File: src/rtl/exe_status_if.sv
// Execute-stage status/pipeline interface.
// The slave side is the status unit. The master side is the execute stage,
// which drives the EXE instruction and the ID condition field.
interface exe_status_if #(
  parameter int DATA_W     = 32,
  parameter int REG_ADDR_W = 4
);
  // EXE-stage instruction and ALU outputs
  logic [DATA_W-1:0]     alu_result;
  logic [3:0]            alu_status;
  logic                  exe_valid;
  logic                  exe_s;
  logic                  exe_kill;
  logic                  freeze;
  logic [DATA_W-1:0]     exe_val_rm;
  logic [REG_ADDR_W-1:0] exe_dest;
  logic                  exe_wb_en;
  logic                  exe_mem_r;
  logic                  exe_mem_w;

  // Condition field of the instruction in ID
  logic [3:0]            id_cond;

  // Status outputs
  logic                  alu_c;
  logic [3:0]            status_q;
  logic                  cond_pass;

  // EXE/MEM pipeline register outputs
  logic                  mem_valid;
  logic [DATA_W-1:0]     mem_alu_result;
  logic [DATA_W-1:0]     mem_val_rm;
  logic [REG_ADDR_W-1:0] mem_dest;
  logic                  mem_wb_en;
  logic                  mem_mem_r;
  logic                  mem_mem_w;

  modport master (
    output alu_result, alu_status, exe_valid, exe_s, exe_kill, freeze,
           exe_val_rm, exe_dest, exe_wb_en, exe_mem_r, exe_mem_w, id_cond,
    input  alu_c, status_q, cond_pass, mem_valid, mem_alu_result,
           mem_val_rm, mem_dest, mem_wb_en, mem_mem_r, mem_mem_w
  );

  modport slave (
    input  alu_result, alu_status, exe_valid, exe_s, exe_kill, freeze,
           exe_val_rm, exe_dest, exe_wb_en, exe_mem_r, exe_mem_w, id_cond,
    output alu_c, status_q, cond_pass, mem_valid, mem_alu_result,
           mem_val_rm, mem_dest, mem_wb_en, mem_mem_r, mem_mem_w
  );
endinterface

File: src/rtl/exe_status_unit.sv
// Execute-stage status unit.
// It holds the architectural NZCV-style status register and feeds the ALU
// carry-in from it. It registers the EXE result and control into EXE/MEM.
// It also evaluates the ID condition code against the flags, with a bypass
// of the flags that the current EXE instruction is about to write.
// Flag order is [3]=Z, [2]=C, [1]=N, [0]=V.
module exe_status_unit #(
  parameter int DATA_W     = 32,
  parameter int REG_ADDR_W = 4
) (
  input  logic         clk,
  input  logic         rst,
  exe_status_if.slave  bus
);

  logic [3:0]            status_p1;
  logic                  vld_p1;
  logic                  wb_en_p1;
  logic                  mem_r_p1;
  logic                  mem_w_p1;
  logic [DATA_W-1:0]     result_p1;
  logic [DATA_W-1:0]     val_rm_p1;
  logic [REG_ADDR_W-1:0] dest_p1;

  logic                  commit;
  logic                  exe_flags_live;
  logic [3:0]            flags_eff;

  // Condition-code evaluation against a flag set
  function automatic logic cond_eval(input logic [3:0] cond, input logic [3:0] f);
    logic z, c, n, v;
    z = f[3];
    c = f[2];
    n = f[1];
    v = f[0];
    case (cond)
      4'h0:    cond_eval = z;
      4'h1:    cond_eval = ~z;
      4'h2:    cond_eval = c;
      4'h3:    cond_eval = ~c;
      4'h4:    cond_eval = n;
      4'h5:    cond_eval = ~n;
      4'h6:    cond_eval = v;
      4'h7:    cond_eval = ~v;
      4'h8:    cond_eval = c & ~z;
      4'h9:    cond_eval = ~c | z;
      4'hA:    cond_eval = (n == v);
      4'hB:    cond_eval = (n != v);
      4'hC:    cond_eval = ~z & (n == v);
      4'hD:    cond_eval = z | (n != v);
      4'hE:    cond_eval = 1'b1;
      default: cond_eval = 1'b0;
    endcase
  endfunction

  // Commit qualification and the flag bypass. Freeze does not gate the
  // bypass: a stalled flag-setting instruction still owns the newest flags.
  always_comb begin
    commit         = bus.exe_valid & ~bus.exe_kill & ~bus.freeze;
    exe_flags_live = bus.exe_valid & bus.exe_s & ~bus.exe_kill;
    flags_eff      = exe_flags_live ? bus.alu_status : status_p1;
  end

  // Status register: updates only when a flag-setting instruction commits
  always_ff @(posedge clk or negedge rst) begin
    if (!rst) begin
      status_p1 <= 4'b0000;
    end else if (commit && bus.exe_s) begin
      status_p1 <= bus.alu_status;
    end
  end

  // ---- EXE -> MEM stage boundary ----
  // EXE/MEM register. Priority is freeze (hold all), then kill or bubble
  // (clear control, data holds), then load.
  always_ff @(posedge clk or negedge rst) begin
    if (!rst) begin
      vld_p1    <= 1'b0;
      wb_en_p1  <= 1'b0;
      mem_r_p1  <= 1'b0;
      mem_w_p1  <= 1'b0;
      result_p1 <= '0;
      val_rm_p1 <= '0;
      dest_p1   <= '0;
    end else if (bus.freeze) begin
      vld_p1    <= vld_p1;
    end else if (bus.exe_kill || !bus.exe_valid) begin
      vld_p1    <= 1'b0;
      wb_en_p1  <= 1'b0;
      mem_r_p1  <= 1'b0;
      mem_w_p1  <= 1'b0;
    end else begin
      vld_p1    <= 1'b1;
      wb_en_p1  <= bus.exe_wb_en;
      mem_r_p1  <= bus.exe_mem_r;
      mem_w_p1  <= bus.exe_mem_w;
      result_p1 <= bus.alu_result;
      val_rm_p1 <= bus.exe_val_rm;
      dest_p1   <= bus.exe_dest;
    end
  end

  // Output drive. The carry-in comes from the registered flags, not the bypass.
  always_comb begin
    bus.status_q       = status_p1;
    bus.alu_c          = status_p1[2];
    bus.cond_pass      = cond_eval(bus.id_cond, flags_eff);
    bus.mem_valid      = vld_p1;
    bus.mem_wb_en      = wb_en_p1;
    bus.mem_mem_r      = mem_r_p1;
    bus.mem_mem_w      = mem_w_p1;
    bus.mem_alu_result = result_p1;
    bus.mem_val_rm     = val_rm_p1;
    bus.mem_dest       = dest_p1;
  end

endmodule
File: src/flat_wrapper.sv
// flat-port wrapper written by rule: the top's interface ports become plain ports
module exe_status_unit_flat 
#(
  parameter int DATA_W     = 32,
  parameter int REG_ADDR_W = 4
)
  (clk, rst, bus_alu_result, bus_alu_status, bus_exe_valid, bus_exe_s, bus_exe_kill, bus_freeze, bus_exe_val_rm, bus_exe_dest, bus_exe_wb_en, bus_exe_mem_r, bus_exe_mem_w, bus_id_cond, bus_alu_c, bus_status_q, bus_cond_pass, bus_mem_valid, bus_mem_alu_result, bus_mem_val_rm, bus_mem_dest, bus_mem_wb_en, bus_mem_mem_r, bus_mem_mem_w);
  exe_status_if #(.DATA_W(DATA_W), .REG_ADDR_W(REG_ADDR_W)) bus_i ();
  input  logic clk;
  input  logic rst;
  input wire logic [$bits(bus_i.alu_result)-1:0] bus_alu_result;
  input wire logic [$bits(bus_i.alu_status)-1:0] bus_alu_status;
  input wire logic [$bits(bus_i.exe_valid)-1:0] bus_exe_valid;
  input wire logic [$bits(bus_i.exe_s)-1:0] bus_exe_s;
  input wire logic [$bits(bus_i.exe_kill)-1:0] bus_exe_kill;
  input wire logic [$bits(bus_i.freeze)-1:0] bus_freeze;
  input wire logic [$bits(bus_i.exe_val_rm)-1:0] bus_exe_val_rm;
  input wire logic [$bits(bus_i.exe_dest)-1:0] bus_exe_dest;
  input wire logic [$bits(bus_i.exe_wb_en)-1:0] bus_exe_wb_en;
  input wire logic [$bits(bus_i.exe_mem_r)-1:0] bus_exe_mem_r;
  input wire logic [$bits(bus_i.exe_mem_w)-1:0] bus_exe_mem_w;
  input wire logic [$bits(bus_i.id_cond)-1:0] bus_id_cond;
  output wire logic [$bits(bus_i.alu_c)-1:0] bus_alu_c;
  output wire logic [$bits(bus_i.status_q)-1:0] bus_status_q;
  output wire logic [$bits(bus_i.cond_pass)-1:0] bus_cond_pass;
  output wire logic [$bits(bus_i.mem_valid)-1:0] bus_mem_valid;
  output wire logic [$bits(bus_i.mem_alu_result)-1:0] bus_mem_alu_result;
  output wire logic [$bits(bus_i.mem_val_rm)-1:0] bus_mem_val_rm;
  output wire logic [$bits(bus_i.mem_dest)-1:0] bus_mem_dest;
  output wire logic [$bits(bus_i.mem_wb_en)-1:0] bus_mem_wb_en;
  output wire logic [$bits(bus_i.mem_mem_r)-1:0] bus_mem_mem_r;
  output wire logic [$bits(bus_i.mem_mem_w)-1:0] bus_mem_mem_w;
  assign bus_i.alu_result = bus_alu_result;
  assign bus_i.alu_status = bus_alu_status;
  assign bus_i.exe_valid = bus_exe_valid;
  assign bus_i.exe_s = bus_exe_s;
  assign bus_i.exe_kill = bus_exe_kill;
  assign bus_i.freeze = bus_freeze;
  assign bus_i.exe_val_rm = bus_exe_val_rm;
  assign bus_i.exe_dest = bus_exe_dest;
  assign bus_i.exe_wb_en = bus_exe_wb_en;
  assign bus_i.exe_mem_r = bus_exe_mem_r;
  assign bus_i.exe_mem_w = bus_exe_mem_w;
  assign bus_i.id_cond = bus_id_cond;
  assign bus_alu_c = bus_i.alu_c;
  assign bus_status_q = bus_i.status_q;
  assign bus_cond_pass = bus_i.cond_pass;
  assign bus_mem_valid = bus_i.mem_valid;
  assign bus_mem_alu_result = bus_i.mem_alu_result;
  assign bus_mem_val_rm = bus_i.mem_val_rm;
  assign bus_mem_dest = bus_i.mem_dest;
  assign bus_mem_wb_en = bus_i.mem_wb_en;
  assign bus_mem_mem_r = bus_i.mem_mem_r;
  assign bus_mem_mem_w = bus_i.mem_mem_w;
  exe_status_unit #(.DATA_W(DATA_W), .REG_ADDR_W(REG_ADDR_W)) u_core (.clk(clk), .rst(rst), .bus(bus_i));
endmodule
File: config.mk
export PLATFORM = sky130hd
export DESIGN_NAME = exe_status_unit_flat
export DESIGN_NICKNAME = d
export VERILOG_FILES = /design/src/rtl/exe_status_if.sv /design/src/rtl/exe_status_unit.sv /design/src/flat_wrapper.sv
export SDC_FILE = /design/constraint.sdc
export NUM_CORES = 1
export LEC_CHECK = 0
export CAP_MARGIN = 20
export CORE_AREA = 5 5 108 85
export DETAILED_ROUTE_END_ITERATION = 10
export DIE_AREA = 0 0 113 90
export PLACE_DENSITY = 0.86
export SLEW_MARGIN = 10
export SYNTH_ARGS = -nofsm -noshare
export SYNTH_HDL_FRONTEND = slang
export SYNTH_SLANG_ARGS = --single-unit
File: constraint.sdc
create_clock -name clk -period 3.2 [get_ports clk]
set_input_delay 0.48 -clock clk [delete_from_list [all_inputs] [get_ports clk]]
set_output_delay 0.48 -clock clk [all_outputs]
set_load 0.05 [all_outputs]
==> results by group <==
Outcome
  – Status: complete, no violations

Synthesis
  – Top_reg_cell synth: dfrtp_1
  – #FFs+latches synth: 76
  – Top post-synthesis cells by area: dfrtp_1 61%, mux2_2 26%, buf_2 1.3%
  – Post-synth top area share: 0.6149
  – Cell taking the most area after synthesis: dfrtp_1
  – Syn_area_per_cell: 15.62 um2
  – Cell count after synthesis: 198
  – YS warnings: 0
  – Post-synth cell types: 29
  – Post-synth EDFFs: 0
  – Register area share after synthesis: 0.6149
  – Asr flop ratio synth: 1.000
  – Synth Net Count: 283
  – Synthesized area: 3093 um2

Power and ir drop
  – Maximum vdd drop: 0.4059 mV
  – Pleak: 2.090 nW
  – Design Power: 0.003623 W
  – Power density over the cells: 713.1 nW/um2

Drt
  – Via count: 2270
  – First-pass detailed-route iteration total: 4
  – DR DRC count: 0
  – Per-cell routed wire length: 17.27 um
  – Initial drt markers: 87
  – Total wire length: 8.186 mm
  – Vias/cell: 4.789
  – Final ANT Viol Nets: 0

CTS
  – Post-CTS Hold Fix Bufs: 0
  – Max clock buf depth: 2
  – Reg clk slew, reported paths: 80 ps
  – Post-CTS Setup Repair Bufs: 0
  – Num CTS Buffers: 9
  – Root Driver: clkbuf_8
  – Clock tree sinks: 76
  – H-tree Lvls: 3
  – Post-CTS resize count: 0
  – CTS tree: done
  – Clk_lat worst skew: 340 ps

STA
  – Finish-stage setup viols: 0
  – Unrepaired setup endpoints after global routing: false
  – Setup TNS: 0 ps
  – Worst setup slack after layout: 314.6 ps
  – Skew final: 0 ps
  – Final Hold Fails: 0
  – Tcrit/Tclk final: 0.9017
  – Slew Limit Fails: 0
  – Slew at the pin closest to its max-slew limit: 948.1 ps
  – FMAX: 346.6 MHz
  – Relative slew slack: 0.3680
  – Fin crit period: 2885 ps

Floorplan
  – Area of the die: 10170 um2
  – Row cnt: 29
  – Io pins: 163
  – Die Width: 113 um
  – Core ar.: 8092 um2
  – Initial Utilization: 0.3822
  – Die height: 90 um

Global route
  – Initial antenna violation count: 0
  – GRT Residual Overflow: 0
  – All-Layer GR Usage: 0.1628
  – Largest net degree at the start of global routing: 77
  – Vias in the first global route: 2574
  – First-pass GRT wire length: 13.30 mm

Place
  – Place WS: 337.7 ps
  – Placer Congestion: 0.8124
  – Dpl hpwl: 6.046 mm
  – IO buf count: 162

Worst setup path
  – CP Capture Point: bus_cond_pass
  – Worst-path fanout max: 9
  – R2R depth: 1
  – R2r endpoint: u_core.bus.status_q[2]
  – Reg2reg setup slack: 2350 ps
  – Critical Path AT: 2410 ps
  – Worst setup EP type: primary output
  – Crit path launch type: primary input
  – Setup crit start: bus_exe_kill
  – Setup CP Type: primary input to primary output
  – RR Startpoint: u_core.bus.status_q[2]
  – Critical Path RT: 2720 ps

Layout
  – Layout cells sized above 1: 0.2568
  – Most frequent cells in the layout: 160 x clkdlybuf4s50_1, 76 x dfrtp_1, 72 x mux2_2
  – Inserted Diodes: 0
  – Area added between synthesis and finish: 64.24%
  – Commonest non-fill, non-tap cell in the layout: clkdlybuf4s50_1
  – NumNets Final: 447

Flow run
  – Max Cap Viol: 0

Min path
  – Hold Crit Class: primary input to async pin
## stage by stage
stage	std cells	hold slack (ps)	util	cell area, um2
2_1_floorplan	198	184.4	-	3093
3_3_place_gp	459	464.7	0.5955	4818
3_5_place_dp	459	473.7	0.5955	4818
4_1_cts	474	305.4	0.6278	5080
5_1_grt	474	361.8	0.6278	5080
6_report	474	259.8	0.6278	5080
## flip-flops by register name (all words and copies together) (netlist names)
name and count:
u_core.bus.mem_mem_r 1, u_core.bus.mem_wb_en 1, u_core.bus.mem_valid 1, u_core.bus.mem_alu_result 32
u_core.bus.mem_mem_w 1, u_core.bus.mem_dest 4, u_core.bus.status_q 4, u_core.bus.mem_val_rm 32
## how the worst min path moves through the flow
stage               cells after the start                            to  slack, ps                  from
floorplan                               0  u_core.bus.mem_alu_result[0]        180                   rst
global placement                        1          u_core.bus.mem_valid        460  u_core.bus.mem_valid
detailed placement                      1          u_core.bus.mem_valid        470  u_core.bus.mem_valid
CTS                                     1        u_core.bus.mem_dest[1]        310                   rst
global route                            1        u_core.bus.mem_dest[1]        360                   rst
finish                                  1     u_core.bus.mem_val_rm[26]        260                   rst
## worst max-delay path, cell delays in order
cell             delay (ps)
clkdlybuf4s50_1         530
nand3b_4                220
mux2i_1                 330
mux2i_1                 240
o221ai_1                130
a221o_1                 270
buf_4                   190
## area by class of cell
cell class	instances	area [um2]
Clock buffer	9	123.9
Clock inverter	6	137.6
Fill cell	623	3012
Inverter	1	3.754
Multi-Input combinational cell	111	1141
Sequential cell	76	1902
Tap cell	108	135.1
Timing Repair Buffer	163	1637
## where the power goes
part,internal [W],switching [W],leakage [nW],total (W)
registers,0.00114,0.0000983,0.906,0.00124
clock network,0.000595,0.000353,0.129,0.000949
logic,0.000561,0.000878,1.05,0.00144
total,0.00229,0.00133,2.09,0.00362
## cell families after synthesis
family	count (synthesis)	share of synthesized area
multiplexers	76	0.2767
flip-flops	76	0.6149
AO/OA/AOI/OAI	16	0.04329
AND/OR/NAND/NOR	15	0.03600
buffers and inverters	11	0.01780
XOR/XNOR	4	0.01133
## metal layers
metal  vias to the layer above  GRT usage  wire length (um)
li1                       1043          -                 -
met1                      1106     0.1821              3067
met2                       110     0.2747              4142
met3                        11    0.07315               858
met4                         0    0.05606               118
met5                         -          0                 0
## synth_stat cells (all sizes together), types with 2 or more instances
master  instances
mux2i           3
dfrtp          76
a21o            2
nor2            3
and4b           2
a22o            3
a211oi          2
xnor2           4
mux2           73
buf             9
o31ai           2
nand3b          6
(Power assumes the default switching activity.)
